## src/rtl/button_debounce.sv

```systemverilog
// Push-button conditioner: two-flop synchronizer, saturating debounce counter,
// registered press/release pulses and a press-driven toggle level.
module button_debounce #(
  parameter int unsigned DEBOUNCE_CYCLES = 4,
  parameter int unsigned CNT_WIDTH       = $clog2(DEBOUNCE_CYCLES + 1)
) (
  input  logic clk_i,
  input  logic rst_i,
  input  logic btn_i,
  output logic state_o,
  output logic press_o,
  output logic release_o,
  output logic toggle_o
);

  localparam logic [CNT_WIDTH-1:0] CNT_LAST = CNT_WIDTH'(DEBOUNCE_CYCLES - 1);
  localparam logic [CNT_WIDTH-1:0] CNT_ONE  = CNT_WIDTH'(1);
  localparam logic [CNT_WIDTH-1:0] CNT_ZERO = '0;

  logic                 sync1_q, sync1_d;
  logic                 sync2_q, sync2_d;
  logic [CNT_WIDTH-1:0] cnt_q, cnt_d;
  logic                 state_q, state_d;
  logic                 press_q, press_d;
  logic                 release_q, release_d;
  logic                 toggle_q, toggle_d;
  logic                 differ_s;
  logic                 flip_s;

  // Next-state logic: the counter only advances while the synchronized level
  // disagrees with the debounced level, and the level flips on the final count.
  always_comb begin
    sync1_d   = btn_i;
    sync2_d   = sync1_q;
    cnt_d     = cnt_q;
    state_d   = state_q;
    press_d   = 1'b0;
    release_d = 1'b0;
    toggle_d  = toggle_q;
    differ_s  = (sync2_q != state_q);
    flip_s    = differ_s && (cnt_q == CNT_LAST);

    if (!differ_s) begin
      cnt_d = CNT_ZERO;
    end else if (flip_s) begin
      cnt_d   = CNT_ZERO;
      state_d = ~state_q;
    end else begin
      cnt_d = cnt_q + CNT_ONE;
    end

    if (flip_s) begin
      press_d   = ~state_q;
      release_d = state_q;
    end else begin
      press_d   = 1'b0;
      release_d = 1'b0;
    end

    if (press_d) begin
      toggle_d = ~toggle_q;
    end else begin
      toggle_d = toggle_q;
    end
  end

  // State registers; synchronous reset overrides every other update.
  always_ff @(posedge clk_i) begin
    if (rst_i) begin
      sync1_q   <= 1'b0;
      sync2_q   <= 1'b0;
      cnt_q     <= CNT_ZERO;
      state_q   <= 1'b0;
      press_q   <= 1'b0;
      release_q <= 1'b0;
      toggle_q  <= 1'b0;
    end else begin
      sync1_q   <= sync1_d;
      sync2_q   <= sync2_d;
      cnt_q     <= cnt_d;
      state_q   <= state_d;
      press_q   <= press_d;
      release_q <= release_d;
      toggle_q  <= toggle_d;
    end
  end

  assign state_o   = state_q;
  assign press_o   = press_q;
  assign release_o = release_q;
  assign toggle_o  = toggle_q;

endmodule

```

## config.mk

```make
export PLATFORM = sky130hd
export DESIGN_NAME = button_debounce
export DESIGN_NICKNAME = d
export VERILOG_FILES = /design/src/rtl/button_debounce.sv
export SDC_FILE = /design/constraint.sdc
export NUM_CORES = 1
export LEC_CHECK = 0
export CAP_MARGIN = 10
export CORE_AREA = 2 2 39 41
export DETAILED_ROUTE_END_ITERATION = 8
export DIE_AREA = 0 0 41 43
export GPL_TIMING_DRIVEN = 0
export HOLD_SLACK_MARGIN = 0.05
export PLACE_DENSITY_LB_ADDON = 0.3
export SLEW_MARGIN = 10
export SYNTH_ARGS = -nofsm -noshare
export SYNTH_HDL_FRONTEND = slang
export SYNTH_SLANG_ARGS = --single-unit
```

## constraint.sdc

```tcl
create_clock -name clk_i -period 2.15 [get_ports clk_i]
set_input_delay 0.5375 -clock clk_i [delete_from_list [all_inputs] [get_ports clk_i]]
set_output_delay 0.5375 -clock clk_i [all_outputs]
set_load 0.03 [all_outputs]
```

* Word level (Yosys, flattened, before mapping)
Cells that the tools add are included.
Storage, ports and cells: output and inout bits 4, memories kept 0, register bits after elaboration 9, bits in latches 0, input port bits 3, logic and storage cells 19, bits in read-only memories 0, bits in writable memories 0
Cells by class: magnitude comparators 0, multiply operators 0, reductions and logical operators 4, shift-type cells 0, mux-type cells 1, bitwise gates (word level) 4, equal/unequal tests 2, $add $sub $neg 1, divide/modulo/power cells 0
Operators by type and width (number):
- inverter 1 bit | 4
- adder 3 x 1 -> 3 bit (second input constant) | 1
- equality test 3 x 2 -> 1 bit (second input constant) | 1
- OR reduction 3 bit | 1
- AND reduction 2 bit | 1
- OR reduction 2 bit | 1
- logical AND 1 bit | 1
- 2-to-1 mux 1 bit | 1
- != test 1 bit | 1

* Depth between registers and ports, before layout
depth after elaboration 4, depth in mapped cells 4

* Least setup slack after synthesis
Ideal clock, no wire load.
path kind flip-flop to flip-flop, start point register cnt_q[0], end point register toggle_q (netlist: toggle_o), data required time 2029 ps, cell stages (with the launch flop) 5, data arrival time 1128 ps, slack 900 ps, library setup time 121 ps, cells stage by stage dfxtp_1 > ha_1 > ha_1 > nand3b_2 > mux2_4
On the way: word-level cells in the longest chain between the ends 3
Ends and longest elaborated chain:
- start, declared | RTL line 22 | logic [CNT_WIDTH-1:0] cnt_q, cnt_d;
- start signal, assigned | RTL line 80 | cnt_q <= cnt_d;
- equality test 3 x 2 -> 1 bit | RTL line 41 | flip_s = differ_s && (cnt_q == CNT_LAST);
- logical AND 1 bit | RTL line 41
- 2-to-1 mux 1 bit | RTL line 52 | if (flip_s) begin
- end signal, assigned | RTL line 84 | toggle_q <= toggle_d;
- end, declared | RTL line 26 | logic toggle_q, toggle_d;
Every way passes these cells. A chain may end at the register's enable or synchronous reset.

* Worst setup path in the final report
start point register state_q (netlist: state_o), end point output port state_o
RTL lines:
- start, declared | RTL line 23 | logic state_q, state_d;
- start signal, assigned | RTL line 81 | state_q <= state_d;
- end, declared | RTL line 10 | output logic state_o,
No word-level cell between the ends.

==> results.cfg <==
[cells_and_area]
layout_common_cells = dfxtp_1, clkdlybuf4s50_1, nor2b_1, clkbuf_4
n_fill_cell = 155
diodes = 0
nNetsFinal = 42
fin_area_sq_um = 435.4
syn2layout_area_growth_pct = 28.89
final_common_cell = dfxtp_1
drive_gt1_share_pct = 22.22

[setup_path]
cp_data_required_time_ns = 1.61
cpMaxStageDelayCell = clkdlybuf4s50_1
path_buf_inv = 1
cp-start-kind = flip-flop
path_class = reg2out
path_cells = clkdlybuf4s50_1
end_kind = primary output
cp_num_cells = 1
cp_max_fo = 6
rr_worst_depth = 4
cp_slowest_stage_delay_ns = 0.70
crit_family = buffers and inverters
critPathArrivalTime_ns = 1.37

[synthesis]
yosysSeqAreaShare_pct = 53.33
netlist_top_cells_area = dfxtp_1, and4bb_1, ha_1
syn_inst = 27
ys_seq_elements = 9
syn_area_sq_um = 337.8
syn_area_per_cell_sq_um = 12.51
ys_types = 13
synth_fp_nets = 32
yosysTopAreaCell = dfxtp_1
yosysTopAreaCellShare_pct = 53.33
yosysWarningCount = 0

[placed_design]
port_buffers = 5
placed_cell_area_sq_um = 407.9
pre_cts_ws_ns = 0.5263
routabilityCongestion = 0.6465
dp_hpwl_microns = 325.6

[power_and_ir_drop]
switching_share_pct = 20.67
vdd_drop_max_mv = 0.3038
leakagePower_nw = 0.1705
switchingPower_mw = 0.06313
p_int_mw = 0.2423
power.share.combinational_pct = 3.0
powerDensity_nw_per_um2 = 701.4
power_frac_seq_pct = 55.8
power.share.clock_pct = 41.2

[sta]
setup-tns-final_ns = 0
whs_ns = 0.4271
fin_skew_ns = 0.009994
relSlewSlack_pct = 79.81
min_period_ns = 1.903
post-route-period-util_pct = 88.53
slew_violations = 0
rsz0062_at_grt = no
max_freq_mhz = 525.4
finalHoldViolCount = 0
setup_viol = 0
worstMarginPinSlew_ns = 0.3007
fin_ws_ns = 0.2466

[clocking]
clk_path_buf_depth = 2
clk_pin_slew_ns = 0.07
post-cts-setup-buffers = 0
clk_latency_ns = 0.26
htree_levels = 1
cts_buffers = 3
cts-root-buf = clkbuf_4
hold_buffers = 0
cts_sinks = 9
cts_tree = built
cts_resized = 0

[floorplanning]
start_util_pct = 24.41
num_rows = 14
fp.dieW_microns = 41
die-area_sq_um = 1763
io_pins = 7
coreArea_sq_um = 1384
die_y_microns = 43

[route]
wl_per_cell_microns = 8.788
vias = 207
drtAntennaViolNets = 0
drt-total-wl_microns = 457
drtIter0Drc = 0
vias_per_cell = 3.981
drtPass1Iterations = 1
drc_errors = 0

[grt]
grt_use_total_pct = 6.640
grt-ovfl-total = 0
grt_first_pass_wirelength_microns = 745
antenna_found_initial = 0
grt_max_degree = 11
grt_pass1_vias = 179

[worst_hold_path]
hp-class = reg2reg
hold_depth = 1

[run]
cap_violations = 0

[outcome]
run_status = complete, no violations
-- synthesized netlist by cell type --
master / n
dfxtp_1: 9
nor2b_1: 3
and4bb_1: 2
ha_1: 2
nor2_1: 2
nor4_1: 2
buf_2: 1
inv_1: 1
mux2_4: 1
mux2i_1: 1
nand3b_2: 1
nor4b_2: 1
xnor2_1: 1
-- final cells by class --
type / count / area (sq um) / area share (%)
Clock buffer: 3 / 22.52 / 5.172
Tap cell: 16 / 20.02 / 4.598
Buffer: 1 / 5.005 / 1.149
Sequential cell: 9 / 180.2 / 41.38
Clock inverter: 1 / 5.005 / 1.149
Multi-Input combinational cell: 16 / 148.9 / 34.20
Timing Repair Buffer: 5 / 50.05 / 11.49
Inverter: 1 / 3.754 / 0.8621
-- flip-flops by register name, indices dropped and copies added (netlist names) --
signal / flops
sync2_q: 1
toggle_o: 1
state_o: 1
sync1_q: 1
press_o: 1
release_o: 1
cnt_q: 3
-- logic make-up (layout without fill, tap and decap cells) --
logic type / count (synthesis) / in the layout / share of synthesized area [%]
buffers and inverters: 2 / 11 / 2.590
adders and majority gates: 2 / 2 / 7.406
and+or+nand+nor: 11 / 11 / 26.66
xor gates and xnor gates: 1 / 1 / 2.593
DFF: 9 / 9 / 53.33
muxes: 2 / 2 / 7.406
-- worst reg2reg max path: stages, from the launching register on --
cell and delay (ns):
dfxtp_1 0.33, ha_1 0.15, ha_1 0.32, nand3b_2 0.12, mux2_4 0.30
-- power groups by stage --
stage / clock, mW / sequential (mW) / combinational [mW]
2_1_floorplan: 0 / 0.174 / 0.00641
3_3_place_gp: 0 / 0.174 / 0.00887
4_1_cts: 0.132 / 0.170 / 0.00945
3_5_place_dp: 0 / 0.174 / 0.00946
5_1_grt: 0.139 / 0.171 / 0.0102
6_report: 0.126 / 0.170 / 0.00924
-- per-layer routing --
| layer | vias to the layer above | GRT usage [%] | part of all wire, % |
|---|---|---|---|
| li1 | 113 | - | - |
| met1 | 88 | 8.091 | 50 |
| met2 | 6 | 8.125 | 42 |
| met3 | 0 | 4.712 | 7.7 |
| met4 | 0 | 4.000 | 0 |
| met5 | - | 0 | 0 |
-- path summary, 6_finish.rpt --
| check | start | to | slack [ns] |
|---|---|---|---|
| worst min-delay path | cnt_q[0] | cnt_q[0] | 0.43 |
| worst min register to register | cnt_q[0] | cnt_q[0] | 0.43 |
| worst max-delay path | state_o | state_o | 0.25 |
| worst max register to register | cnt_q[0] | toggle_o | 0.82 |
-- stage by stage --
stage          utilization, %  cells  power (mW)
5_1_grt                 31.46     52      0.3198
4_1_cts                 31.46     52      0.3118
3_3_place_gp            29.48     48      0.1830
2_1_floorplan               -     27      0.1804
6_report                31.46     52      0.3054
3_5_place_dp            29.48     48      0.1838
Note: power is estimated with default switching activity, not from simulation.
